[src/rtl/pipe_pkg.sv]
// Shared pipeline definitions: control-bundle layout, field widths and the
// occupancy state encoding used by every inter-stage register.
package pipe_pkg;

    localparam int OPCODE_W  = 5;
    localparam int COND_W    = 4;
    localparam int REGADDR_W = 4;
    localparam int CTRL_W    = 25;

    localparam int CTRL_COND_LSB   = 21;
    localparam int CTRL_OPCODE_LSB = 16;
    localparam int CTRL_RD_LSB     = 12;
    localparam int CTRL_RM_LSB     = 8;
    localparam int CTRL_LINK       = 7;
    localparam int CTRL_PRE_POST   = 6;
    localparam int CTRL_UP_DOWN    = 5;
    localparam int CTRL_BYTE_WORD  = 4;
    localparam int CTRL_WRITE_BACK = 3;
    localparam int CTRL_LOAD_STORE = 2;
    localparam int CTRL_CPSR_WRITE = 1;
    localparam int CTRL_IMM_OP     = 0;

    // Field order matches the bit offsets above, msb first.
    typedef struct packed {
        logic [COND_W-1:0]    cond;
        logic [OPCODE_W-1:0]  opcode;
        logic [REGADDR_W-1:0] rd;
        logic [REGADDR_W-1:0] rm;
        logic                 link;
        logic                 pre_post;
        logic                 up_down;
        logic                 byte_word;
        logic                 write_back;
        logic                 load_store;
        logic                 cpsr_write;
        logic                 imm_operand;
    } ctrl_t;

    typedef enum logic [1:0] {
        EMPTY     = 2'd0,
        FULL      = 2'd1,
        SKID_FULL = 2'd2
    } stage_state_t;

    function automatic int slot_width(input int data_w, input int ctrl_w);
        return 2 * data_w + ctrl_w;
    endfunction

endpackage

[src/rtl/pipe_stage_slot.sv]
// One pipeline entry: two data words plus control bundle, loaded on demand,
// cleared by synchronous reset.
module pipe_stage_slot #(
    parameter int W = 89
) (
    input  logic         clk,
    input  logic         reset,
    input  logic         load,
    input  logic [W-1:0] d,
    output logic [W-1:0] q
);

    always_ff @(posedge clk) begin
        if (reset)
            q <= '0;
        else if (load)
            q <= d;
    end

endmodule

[src/rtl/pipe_stage_reg.sv]
// Inter-stage pipeline register with valid/ready handshake, optional skid entry,
// synchronous flush and a saturating stall-cycle counter.
//
// state     | meaning
// EMPTY     | no entry held, out_valid=0
// FULL      | head entry in main slot, out_valid=1
// SKID_FULL | head in main, next entry in skid slot, in_ready=0
module pipe_stage_reg
    import pipe_pkg::*;
#(
    parameter int DATA_W = 32,
    parameter int CTRL_W = 25,
    parameter int SKID   = 1,
    parameter int CNT_W  = 16
) (
    input  logic              clk,
    input  logic              reset,
    input  logic              flush,
    input  logic              in_valid,
    output logic              in_ready,
    input  logic [DATA_W-1:0] in_data1,
    input  logic [DATA_W-1:0] in_data2,
    input  logic [CTRL_W-1:0] in_ctrl,
    output logic              out_valid,
    input  logic              out_ready,
    output logic [DATA_W-1:0] out_data1,
    output logic [DATA_W-1:0] out_data2,
    output logic [CTRL_W-1:0] out_ctrl,
    output logic [CNT_W-1:0]  stall_cnt
);

    localparam int SLOT_W = slot_width(DATA_W, CTRL_W);

    stage_state_t      state;
    logic              out_valid_r;
    logic              in_ready_r;
    logic              acc_in;
    logic              acc_out;
    logic              main_load;
    logic              skid_load;
    logic [SLOT_W-1:0] in_word;
    logic [SLOT_W-1:0] main_d;
    logic [SLOT_W-1:0] main_q;
    logic [SLOT_W-1:0] skid_q;

    assign in_word   = {in_data1, in_data2, in_ctrl};
    assign out_valid = out_valid_r;
    assign acc_in    = in_valid & in_ready;
    assign acc_out   = out_valid_r & out_ready;
    assign {out_data1, out_data2, out_ctrl} = main_q;

    generate
        if (SKID != 0) begin : g_ready_reg
            assign in_ready = in_ready_r;
        end else begin : g_ready_comb
            assign in_ready = out_ready | ~out_valid_r;
        end
    endgenerate

    // Slot load enables; flush suppresses every load so a squashed input never lands.
    always_comb begin
        main_load = 1'b0;
        skid_load = 1'b0;
        main_d    = in_word;
        if (!flush) begin
            case (state)
                EMPTY: main_load = acc_in;
                FULL: begin
                    main_load = acc_in & acc_out;
                    skid_load = (SKID != 0) & acc_in & ~acc_out;
                end
                SKID_FULL: begin
                    main_load = acc_out;
                    main_d    = skid_q;
                end
                default: ;
            endcase
        end
    end

    always_ff @(posedge clk) begin
        if (reset) begin
            state       <= EMPTY;
            out_valid_r <= 1'b0;
            in_ready_r  <= 1'b1;
        end else if (flush) begin
            state       <= EMPTY;
            out_valid_r <= 1'b0;
            in_ready_r  <= 1'b1;
        end else begin
            case (state)
                EMPTY: begin
                    if (acc_in) begin
                        state       <= FULL;
                        out_valid_r <= 1'b1;
                    end
                end
                FULL: begin
                    if (acc_in && !acc_out && SKID != 0) begin
                        state      <= SKID_FULL;
                        in_ready_r <= 1'b0;
                    end else if (!acc_in && acc_out) begin
                        state       <= EMPTY;
                        out_valid_r <= 1'b0;
                    end
                end
                SKID_FULL: begin
                    if (acc_out) begin
                        state      <= FULL;
                        in_ready_r <= 1'b1;
                    end
                end
                default: begin
                    state       <= EMPTY;
                    out_valid_r <= 1'b0;
                    in_ready_r  <= 1'b1;
                end
            endcase
        end
    end

    pipe_stage_slot #(.W(SLOT_W)) u_main (
        .clk   (clk),
        .reset (reset),
        .load  (main_load),
        .d     (main_d),
        .q     (main_q)
    );

    generate
        if (SKID != 0) begin : g_skid
            pipe_stage_slot #(.W(SLOT_W)) u_skid (
                .clk   (clk),
                .reset (reset),
                .load  (skid_load),
                .d     (in_word),
                .q     (skid_q)
            );
        end else begin : g_no_skid
            assign skid_q = '0;
        end
    endgenerate

    // Flush deliberately leaves the counter alone; only reset clears it.
    always_ff @(posedge clk) begin
        if (reset)
            stall_cnt <= '0;
        else if (out_valid_r && !out_ready && stall_cnt != {CNT_W{1'b1}})
            stall_cnt <= stall_cnt + 1'b1;
    end

endmodule

[config.mk]
export PLATFORM = sky130hd
export DESIGN_NAME = pipe_stage_reg
export DESIGN_NICKNAME = d
export VERILOG_FILES = /design/src/rtl/pipe_pkg.sv /design/src/rtl/pipe_stage_slot.sv /design/src/rtl/pipe_stage_reg.sv
export SDC_FILE = /design/constraint.sdc
export NUM_CORES = 1
export LEC_CHECK = 0
export ABC_AREA = 1
export ABC_CLOCK_PERIOD_IN_PS = 2400
export BUFFER_PORTS_ARGS = -buffer_cell sky130_fd_sc_hd__buf_2
export CORE_MARGIN = 2
export CORE_UTILIZATION = 43
export CTS_CLUSTER_DIAMETER = 40
export DETAILED_ROUTE_END_ITERATION = 16
export HOLD_SLACK_MARGIN = 0.02
export PLACE_DENSITY = 0.68
export SLEW_MARGIN = 20
export SYNTH_ARGS = -nofsm -noshare
export SYNTH_HDL_FRONTEND = slang
export SYNTH_SLANG_ARGS = --single-unit
[constraint.sdc]
create_clock -name clk -period 2.4 [get_ports clk]
set_input_delay 0.36 -clock clk [delete_from_list [all_inputs] [get_ports clk]]
set_output_delay 0.36 -clock clk [all_outputs]
set_load 0.01 [all_outputs]
Word-level counts from Yosys, hierarchy flattened
Cells that the tools add are included.

storage, ports and cells
  register bits after elaboration = 198
  bits in latches = 0
  bits in writable memories = 0
  memory bits (read-only) = 0
  bits of input ports = 94
  output and inout bits = 107
  logic and storage cells = 53
  memories = 0

operators by class
  add/subtract/negate cells = 1
  multiply operators = 0
  div/mod/pow operators = 0
  order comparisons = 0
  eq/ne operators = 9
  shifts and indexed selects = 0
  mux-type cells = 18
  bitwise gates (word level) = 7
  reductions and logical operators = 12

operators with widths
  kind                   count
  $mux 89                2
  $add 16x1->16 const B  1
  $ne 16x16->1 const B   1
  $ne 2x2->1 const B     5
  $pmux 1 s3             3
  $mux 1                 8
  $mux 2                 4
  $pmux 2 s3             1
  $reduce_and 3->1       2
  $and 1x1->1            4
  $logic_and 1x1->1      4
  $reduce_and 4->1       1
  $logic_not 1->1        3
  $ne 3x3->1 const B     1
  $not 1->1              3
  $eq 2x1->1 const B     1
  $eq 2x2->1 const B     1
  $logic_not 2->1        1
  $reduce_or 2->1        1

Depth between registers and ports, before layout
Gate-level depths: netlist of run 1.

  word-level depth = 6
  depth in mapped cells = 10
  mapped depth without buffers = 10

Cells and area by module
From an unflattened synthesis of run 1, not the netlist that was laid out.

second synthesis, totals
  cells, all modules = 1406
  area, all modules = 9570.4 um2

modules (own cells, without submodules)
  module           instances  cells each  area each (um2)  seq. area each (um2)
  pipe_stage_slot  2          564         3674.8           1781.7
  pipe_stage_reg   1          278         2220.9           400.4

Worst setup path after synthesis of run 1
OpenSTA, ideal clock, no wires.

  path type = register to register
  start point = register in_ready_r, in the netlist in_ready
  end point = register u_main.q[35]
  setup time = 116 ps
  data arrival time = 1403 ps
  data required time = 2284 ps
  path slack = 881 ps
  stages on the path, launching flop included = 10
  buffers on the path = 2
  period minus slack after synthesis = 1519 ps
  path through = dfxtp_1 nand2_1 inv_1 nand3_1 a22oi_4 inv_2 buf_2 buf_2 nor2_1 nor2_1

on the way
  cells in the longest elaborated chain, start to end = 4

RTL lines
  what                    line                   text
  from (decl)             pipe_stage_reg.sv:36   logic in_ready_r;
  from (signal assigned)  pipe_stage_reg.sv:85   in_ready_r <= 1'b1;
  from (signal assigned)  pipe_stage_reg.sv:89   in_ready_r <= 1'b1;
  from (signal assigned)  pipe_stage_reg.sv:101  in_ready_r <= 1'b0;
  $and 1x1->1 *           pipe_stage_reg.sv:48   assign acc_in = in_valid & in_ready;
  $and 1x1->1             pipe_stage_reg.sv:69   main_load = acc_in & acc_out;
  $pmux 1 s3 *            pipe_stage_reg.sv:66   case (state)
  $mux 1 *                pipe_stage_reg.sv:65   if (!flush) begin
  to (signal assigned)    pipe_stage_slot.sv:15  q <= '0;
  to (signal assigned)    pipe_stage_slot.sv:17  q <= d;
  to (decl)               pipe_stage_slot.sv:10  output logic [W-1:0] q

Every way passes the cells marked *; elsewhere a longest branch is shown, timed or not.
A chain may end at the register's enable or synchronous reset.

Worst setup path after layout of run 1
  start point = register state[0]
  end point = register g_skid.u_skid.q[34]

on the way
  cells in the longest elaborated chain, start to end = 3

RTL lines
  what                    line                   text
  from (decl)             pipe_stage_reg.sv:34   stage_state_t state;
  from (signal assigned)  pipe_stage_reg.sv:83   state <= EMPTY;
  from (signal assigned)  pipe_stage_reg.sv:87   state <= EMPTY;
  from (signal assigned)  pipe_stage_reg.sv:94   state <= FULL;
  $eq 2x1->1              pipe_stage_reg.sv:66
  $mux 1                  pipe_stage_reg.sv:66
  $mux 1                  pipe_stage_reg.sv:65
  to (signal assigned)    pipe_stage_slot.sv:15
  to (signal assigned)    pipe_stage_slot.sv:17
  to (decl)               pipe_stage_slot.sv:10

Every way passes these cells.

==> results.json, run 1 <==
{
  "max_stage_delay_ps": 400,
  "cts_buffers": 17,
  "ir_worst_vdd_v": 0.000522,
  "root_buffer": "clkbuf_16",
  "crit_required_ps": 2760,
  "ys_ff_latch": 198,
  "p_total_mw": 7.01,
  "area_delta_synth_final_pct": 21.0,
  "cts_tree": "yes",
  "routed_wl_microns": 21800,
  "grt_max_degree": 133,
  "hold_viol": 0,
  "finalCoreUtilization_pct": 53.4,
  "hp-class": "primary input to flip-flop",
  "tightestPinTransition_ps": 851,
  "drc": 0,
  "cts_sinks": 198,
  "max_freq_mhz": 530,
  "core_region_area_sq_um": 18800,
  "p_clk_share_pct": 39.1,
  "io_pins": 201,
  "switching_share_pct": 25.0,
  "wire_per_inst_microns": 13.3,
  "critPathKind": "flip-flop to flip-flop",
  "grt_pass1_vias": 7314,
  "dieHeight_microns": 143,
  "grt_pass1_wl_microns": 35500,
  "final_common_cell": "nor2_1",
  "drv_slew": 0,
  "final_area_sq_um": 10100,
  "powerDensity_nw_per_um2": 697,
  "p_int_mw": 5.26,
  "gp_congestion": 0.798,
  "fill_cells": 1868,
  "rsz0062_at_grt": "no",
  "crit_path_end_kind": "flip-flop",
  "dieArea_sq_um": 20500,
  "fp-row-count": 50,
  "cts_setup_buffers": 0,
  "layout-drive-gt1-share_pct": 18.3,
  "setup_violations": 0,
  "fin_ws_ps": 514,
  "r2r_slack_ps": 510,
  "synth_warnings": 0,
  "post-route-min-period_ps": 1890,
  "nets": 1456,
  "p_leak_nw": 4.65,
  "antenna_left": 0,
  "vias": 8047,
  "grt_antenna_before_repair": 3,
  "ctsHoldBuffers": 0,
  "start_kind": "flip-flop",
  "htree_levels": 4,
  "cp_common_cell": "nor2_1",
  "synthCells": 1212,
  "p_seq_share_pct": 50.1,
  "avgSynthCellArea_sq_um": 6.86,
  "layout_common_cells": "nor2_1 (302), o21ai_0 (224), nand2_1 (201)",
  "drt_iter0_drc": 506,
  "critPathMaxFanout": 40,
  "cp_num_buf_inv": 3,
  "dp_hpwl_microns": 13600,
  "synth_area_sq_um": 8310,
  "critPathTopFamily": "simple AND/OR/NAND/NOR gates",
  "maxCapViolCount": 0,
  "portBuffers": 200,
  "grt_use_total_pct": 21.5,
  "clock_path_buffers": 2,
  "cp_slowest_cell": "dfxtp_1",
  "place_area_sq_um": 9490,
  "gr-total-overflow": 0,
  "skew_ps": 11.2,
  "finalCritPeriodShare_pct": 78.6,
  "clk_pin_slew_ps": 70,
  "synth_cell_types": 25,
  "slew_headroom_pct": 43.2,
  "vias_per_cell": 4.92,
  "crit_chain": "inv_1 > nor2_1 > nand3_4 > inv_2 > buf_12 > nor2_1 > nor2_1",
  "seq_area_sq_um": 3960,
  "final.setup.tns_ps": 0,
  "syn_nets": 1307,
  "outcome": "complete, no violations",
  "drt_pass1_iterations": 5,
  "multi_input_area_sq_um": 3760,
  "fp.dieW_microns": 143,
  "pwr-share-comb_pct": 10.8,
  "post-place-ws_ps": 388,
  "cp.arrival_ps": 2250,
  "insertion_delay_ps": 430,
  "cts-resized-gates": 0,
  "start_util_pct": 44.1,
  "p_switching_mw": 1.75,
  "seq_area_frac_synth_pct": 47.7
}
## synthesized netlist by cell type
cell        n  area [sq um]
nor2_1    302          1130
o21ai_0   224          1120
nand2_1   201           754
dfxtp_1   198          3960
inv_1      67           251
clkbuf_1   58           218
nand3_1    57           285
a21oi_1    56           280
buf_2      18          90.1
buf_1       6          22.5
nand4_1     6          37.5
inv_2       3          11.3
xor2_1      3          26.3
xnor2_1     2          17.5
a22oi_4     1          21.3
clkbuf_2    1          5.00
ha_1        1          12.5
nand2_2     1          6.26
nand3_2     1          10.0
nand3b_1    1          7.51
nor2_2      1          6.26
nor2_4      1          11.3
o211ai_1    1          7.51
o21ai_1     1          5.00
o22ai_1     1          6.26
## worst register-to-register path: stages (launching register included)
cell	delay, ps
dfxtp_1	400
inv_1	70
nor2_1	310
nand3_4	340
inv_2	270
buf_12	250
nor2_1	80
nor2_1	100
## worst paths after layout
path	depth (start not counted)	startpoint	end
worst max-delay path	7	state[0]	g_skid.u_skid.q[34]
worst min-delay path	3	in_ctrl[15]	g_skid.u_skid.q[15]
worst max register to register	7	state[0]	g_skid.u_skid.q[34]
worst min register to register	2	g_skid.u_skid.q[87]	g_skid.u_skid.q[87]
## state kept, by name (all words and copies together), names as in the netlist
name             cells
in_ready             1
u_main.q            89
stall_cnt           16
out_valid            1
g_skid.u_skid.q     89
state                2
## metal layers
layer	routed length, microns	vias up	GRT usage, %	share of wire (%)
met1	10200	3638	29.1	47
met2	9790	208	34.0	45
met4	308	4	6.15	1.4
li1	-	4171	-	-
met5	27	-	0	0.12
met3	1470	26	5.57	6.7
## final cells by class
cell class / count / share of cell area, %
sequential: 198 / 39.4
multi-input combinational: 861 / 37.4
timing repair buffer: 213 / 11.7
clock buffer: 24 / 4.89
tap: 260 / 3.24
inverter: 70 / 2.64
clock inverter: 7 / 0.709
antenna: 1 / 0.0249
## logic make-up (layout without fill, tap and decap cells)
logic type | count (synthesis) | in the layout | synth area share [%]
flops | 198 | 198 | 47.7
buf+inv | 153 | 314 | 7.20
other cells | 0 | 1 | 0
compound gates | 284 | 284 | 17.3
simple gates | 571 | 571 | 27.1
fa+ha+maj | 1 | 1 | 0.151
xor+xnor | 5 | 5 | 0.527
## per-stage QoR
step           hold slack [ps]  std cells
4_1_cts                    192       1633
6_report                   206       1634
3_3_place_gp               433       1602
2_1_floorplan              425       1212
3_5_place_dp               438       1602
5_1_grt                    202       1634
## power by group through the flow
| stage | combinational, mW | clock, mW | sequential [mW] |
|---|---|---|---|
| floorplan | 0.372 | 0 | 3.64 |
| global placement | 0.745 | 0 | 3.59 |
| detailed placement | 0.758 | 0 | 3.58 |
| CTS | 0.762 | 2.80 | 3.51 |
| global route | 0.859 | 2.94 | 3.53 |
| finish | 0.755 | 2.74 | 3.51 |
(Power assumes the default switching activity.)
==> inputs of run 2 (changes only) <==
--- a/config.mk
+++ b/config.mk
@@ -6,7 +6,7 @@
 export NUM_CORES = 1
 export LEC_CHECK = 0
 export ABC_AREA = 1
-export ABC_CLOCK_PERIOD_IN_PS = 2400
+export ABC_CLOCK_PERIOD_IN_PS = 1950
 export BUFFER_PORTS_ARGS = -buffer_cell sky130_fd_sc_hd__buf_2
 export CORE_MARGIN = 2
 export CORE_UTILIZATION = 43
==> constraint.sdc (replaced) <==
create_clock -name clk -period 1.95 [get_ports clk]
set_input_delay 0.2925 -clock clk [delete_from_list [all_inputs] [get_ports clk]]
set_output_delay 0.2925 -clock clk [all_outputs]
set_load 0.01 [all_outputs]
==> results.json, run 2 (same netlist as run 1, synthesis figures left out) <==
{
  "gr-total-overflow": 0,
  "final.setup.tns_ps": 0,
  "max_freq_mhz": 614,
  "hold_viol": 0,
  "antenna_left": 0,
  "ctsHoldBuffers": 0,
  "grt_use_total_pct": 21.5,
  "slew_headroom_pct": 62.9,
  "tightestPinTransition_ps": 556,
  "p_total_mw": 8.89,
  "min_from": "in_ctrl[16]",
  "grt_pass1_wl_microns": 35900,
  "grt_max_degree": 115,
  "powerDensity_nw_per_um2": 874,
  "finalCritPeriodShare_pct": 83.5,
  "io_pins": 201,
  "rr_endpoint": "g_skid.u_skid.q[55]",
  "final_common_cell": "nor2_1",
  "dp_cells": 1614,
  "critPathKind": "flip-flop to flip-flop",
  "grt_pass1_vias": 7391,
  "seq_area_sq_um": 3960,
  "setup_violations": 0,
  "outcome": "complete, no violations",
  "layout_common_cells": "nor2_1 (302), o21ai_0 (224), nand2_1 (201)",
  "critPathMaxFanout": 30,
  "r2r-start": "in_ready",
  "start_kind": "flip-flop",
  "r2r_slack_ps": 320,
  "crit_path_end_kind": "flip-flop",
  "clock_path_buffers": 2,
  "gp_congestion": 0.834,
  "hold_path_end": "g_skid.u_skid.q[16]",
  "cts_buffers": 17,
  "wire_per_inst_microns": 13.3,
  "fp.dieW_microns": 143,
  "dieArea_sq_um": 20500,
  "drt_pass1_iterations": 4,
  "clk_pin_slew_ps": 70,
  "fill_cells": 1871,
  "holdPathStages": 3,
  "multi_input_area_sq_um": 3760,
  "portBuffers": 200,
  "cts_sinks": 198,
  "skew_ps": 10.2,
  "drt_iter0_drc": 511,
  "root_buffer": "clkbuf_16",
  "ir_worst_vdd_v": 0.000615,
  "layout-drive-gt1-share_pct": 19.2,
  "crit_required_ps": 2260,
  "core_region_area_sq_um": 18800,
  "routed_wl_microns": 22000,
  "drv_slew": 0,
  "r2r.worst_path.cells": 8,
  "layoutNonFillerInstCount": 1647,
  "dp_hpwl_microns": 13900,
  "dieHeight_microns": 143,
  "htree_levels": 4,
  "p_leak_nw": 4.72,
  "post-route-min-period_ps": 1630,
  "drc": 0,
  "cts_tree": "yes",
  "rsz0062_at_grt": "no",
  "cts_setup_buffers": 0,
  "fp-row-count": 50,
  "vias": 8110,
  "grt_antenna_before_repair": 3,
  "nets": 1468,
  "hp-class": "primary input to flip-flop",
  "largestRegisters": "g_skid.u_skid.q (89), u_main.q (89), stall_cnt (16)",
  "maxCapViolCount": 0,
  "area_delta_synth_final_pct": 22.4,
  "cp.arrival_ps": 1940,
  "vias_per_cell": 4.92,
  "start_util_pct": 44.1,
  "insertion_delay_ps": 430,
  "cts-resized-gates": 0
}
[run 2: changes by cell type in the layout (fill, tap and decap cells not counted), sizes merged]
cell    delta
buf       +12
inv        +4
clkbuf     -6
bufinv     +2
clkinv     +1
[run 2: cell type report]
| class | instances | area share, % |
|---|---|---|
| antenna | 1 | 0.0246 |
| clock buffer | 18 | 4.22 |
| tap | 260 | 3.20 |
| sequential | 198 | 39.0 |
| inverter | 70 | 2.61 |
| clock inverter | 14 | 1.71 |
| timing repair buffer | 225 | 12.3 |
| multi-input combinational | 861 | 37.0 |
[run 2: metal layers]
layer | track usage, % | share of wire, %
met5 | 0 | 0.082
met4 | 5.26 | 1.3
met3 | 6.47 | 6.3
met2 | 34.7 | 44
met1 | 28.3 | 48
[run 2: how the worst max path moves through the flow]
stage | slack (ps) | cells after the start | from | end
after floorplan | 430 | 9 | in_ready | u_main.q[35]
after global placement | 360 | 7 | flush | u_main.q[52]
after detailed placement | 310 | 9 | in_valid | g_skid.u_skid.q[63]
after CTS | 290 | 8 | in_ready | g_skid.u_skid.q[68]
after global routing | 100 | 7 | in_ready | u_main.q[30]
final | 320 | 8 | in_ready | g_skid.u_skid.q[55]
[run 2: worst max-delay path, stage by stage, from the launching register on]
cell and delay, ps:
dfxtp_1 360, nand2_1 80, inv_1 110, nand2_1 70, inv_1 110, nand3_4 230
buf_4 310, o21ai_0 180, a21oi_1 50
[run 2: metrics by stage]
stage                     hold slack, ps  setup slack (ps)  cell area (sq um)  utilization [%]
after floorplan                      425               431               8310                -
final                                126               323              10200             54.0
after global routing                 135              96.0              10200             54.0
after CTS                            116               293              10200             54.0
after global placement               433               362               9570             50.8
after detailed placement             438               313               9570             50.8
[run 2: power breakdown]
group / switching, mW / total [mW] / internal, mW
combinational: 0.580 / 0.936 / 0.356
sequential: 0.0883 / 4.32 / 4.23
clock: 1.59 / 3.63 / 2.04
==> inputs of run 3 (changes only) <==
--- a/config.mk
+++ b/config.mk
@@ -5,8 +5,8 @@
 export SDC_FILE = /design/constraint.sdc
 export NUM_CORES = 1
 export LEC_CHECK = 0
-export ABC_AREA = 1
-export ABC_CLOCK_PERIOD_IN_PS = 1950
+export ABC_AREA = 0
+export ABC_CLOCK_PERIOD_IN_PS = 1550
 export BUFFER_PORTS_ARGS = -buffer_cell sky130_fd_sc_hd__buf_2
 export CORE_MARGIN = 2
 export CORE_UTILIZATION = 43
==> constraint.sdc (replaced) <==
create_clock -name clk -period 1.55 [get_ports clk]
set_input_delay 0.2325 -clock clk [delete_from_list [all_inputs] [get_ports clk]]
set_output_delay 0.2325 -clock clk [all_outputs]
set_load 0.01 [all_outputs]
==> results.json, run 3 <==
{
  "drt_iter0_drc": 373,
  "powerDensity_nw_per_um2": 971,
  "htree_levels": 4,
  "ys_top_cells_by_count": "dfxtp_1 (198), a21oi_1 (190), nand2_1 (188)",
  "grt_antenna_before_repair": 5,
  "ir_worst_vdd_v": 0.000752,
  "synth_ff_type": "dfxtp_1",
  "groute.layer.met1.usage_pct": 28.0,
  "vias_per_cell": 5.53,
  "outcome": "finished with violations",
  "wire_per_inst_microns": 17.9,
  "tightestPinTransition_ps": 425,
  "maxCapViolCount": 0,
  "post-route-min-period_ps": 1670,
  "gp_congestion": 0.800,
  "syn_nets": 1020,
  "root_buffer": "clkbuf_16",
  "seq_area_frac_synth_pct": 48.1,
  "core_region_area_sq_um": 18800,
  "layout_common_cells": "buf_2 (199), dfxtp_1 (190), nand2_1 (185)",
  "synth_area_sq_um": 8250,
  "yosysTopAreaCellShare_pct": 48.1,
  "top_usage_layer": "met2",
  "slew_headroom_pct": 71.6,
  "fill_cells": 1559,
  "rsz0062_at_grt": "yes",
  "portBuffers": 200,
  "synth_edf_count": 0,
  "largestRegisters": "g_skid.u_skid.q (89), u_main.q (89), stall_cnt (16)",
  "violations": "setup timing",
  "critPathKind": "flip-flop to flip-flop",
  "holdWs_ps": 46.5,
  "drv_slew": 0,
  "cp.arrival_ps": 2000,
  "grt_max_degree": 66,
  "insertion_delay_ps": 420,
  "skew_ps": 8.62,
  "cts_buffers": 17,
  "avgSynthCellArea_sq_um": 8.92,
  "fp.dieW_microns": 143,
  "gr-total-overflow": 0,
  "crit_required_ps": 1880,
  "layout-drive-gt1-share_pct": 37.4,
  "drt_pass1_iterations": 5,
  "synth_top_area_cell": "dfxtp_1",
  "start_util_pct": 44.0,
  "grt_pass1_vias": 7013,
  "final_common_cell": "buf_2",
  "finalCoreUtilization_pct": 64.2,
  "yosysMostFrequentCell": "dfxtp_1",
  "grt_pass1_wl_microns": 35400,
  "hold_viol": 0,
  "synthTopCellsByArea": "dfxtp_1 (48%), a21oi_1 (12%), mux2i_1 (11%)",
  "start_kind": "flip-flop",
  "dieArea_sq_um": 20300,
  "cts_sinks": 198,
  "crit_path_end_kind": "flip-flop",
  "antenna_left": 0,
  "vias": 7957,
  "use_met3_pct": 5.35,
  "finalCritPeriodShare_pct": 108,
  "p_total_mw": 11.7,
  "clock_path_buffers": 2,
  "cts_tree": "yes",
  "routed_wl_microns": 25800,
  "nets": 1283,
  "use_met2_pct": 35.8,
  "hp-class": "primary input to flip-flop",
  "layoutNonFillerInstCount": 1439,
  "clk_pin_slew_ps": 70,
  "max_freq_mhz": 598,
  "p_leak_nw": 4.61,
  "dp_cells": 1348,
  "drc": 0,
  "dieHeight_microns": 143,
  "io_pins": 201,
  "area_delta_synth_final_pct": 46.2,
  "setup_violations": 76,
  "synthCells": 925,
  "fp-row-count": 50,
  "async_flop_share_pct": 0,
  "ys_ff_latch": 198,
  "synth_warnings": 0,
  "dp_hpwl_microns": 14300,
  "critPathMaxFanout": 10,
  "synth_cell_types": 47,
  "fin_ws_ps": -122,
  "grt_use_total_pct": 21.7
}
==> run 3: where the power goes <==
| group | leakage, nW | switching [mW] | internal [mW] |
|---|---|---|---|
| clock network | 0.278 | 2.06 | 2.41 |
| logic | 2.72 | 0.922 | 0.889 |
| registers | 1.62 | 0.132 | 5.29 |
| total | 4.61 | 3.12 | 8.60 |
==> run 3: logic make-up after synthesis <==
family	share of synthesized area (%)
buf+inv	5.20
flops	48.1
xor+xnor	0.212
simple gates	12.3
compound gates	23.3
mux	10.8
fa+ha+maj	0.152
==> run 3: path summary, 6_finish.rpt <==
| kind | start | endpoint | slack [ps] | depth (start not counted) |
|---|---|---|---|---|
| hold / removal | in_ctrl[22] | g_skid.u_skid.q[22] | 50 | 3 |
| hold reg to reg | g_skid.u_skid.q[6] | g_skid.u_skid.q[6] | 450 | 2 |
| setup / recovery | state[0] | u_main.q[77] | -120 | 7 |
| setup reg to reg | state[0] | u_main.q[77] | -120 | 7 |
==> run 3: area by class of cell <==
type	count	area (sq um)	share of cell area (%)
well taps	234	293	2.43
diodes	4	10.0	0.0830
inverters	4	17.5	0.145
multi-input cells	633	4260	35.3
clock inverters	13	146	1.21
clock buffers	19	433	3.59
flip-flops and latches	198	3980	33.0
repair buffers	334	2920	24.2
==> run 3: timing repair <==
action | in CTS | in global routing
buffers inserted | 9 | 19
cloned | 5 | 22
endpoints found under the hold margin | 0 | 0
hold buffers | 0 | 0
endpoints found under the setup margin | 95 | 191
pin swaps | 41 | 48
gates resized for setup | 27 | 78
==> run 3: through the flow <==
stage | setup WS (ps) | TNS, ps | instance area (sq um)
floorplan | -7.82 | -8.49 | 8280
global placement | -96.6 | -4920 | 10100
detailed placement | -169 | -8670 | 10100
CTS | -68.4 | -1830 | 11000
global route | -218 | -9840 | 12100
finish | -122 | -3020 | 12100
==> run 3: critical path: stages, from the launching register on <==
cell and delay (ps):
dfxtp_2 340, a21boi_4 200, o32ai_4 110, buf_6 140, buf_12 120, buf_16 130, bufbuf_16 270, a311oi_2 270
==> run 3: layer usage <==
metal,up-vias,routed length [microns]
met1,3816,11200
li1,3905,-
met2,200,12600
met3,34,1420
met4,2,507
met5,-,14
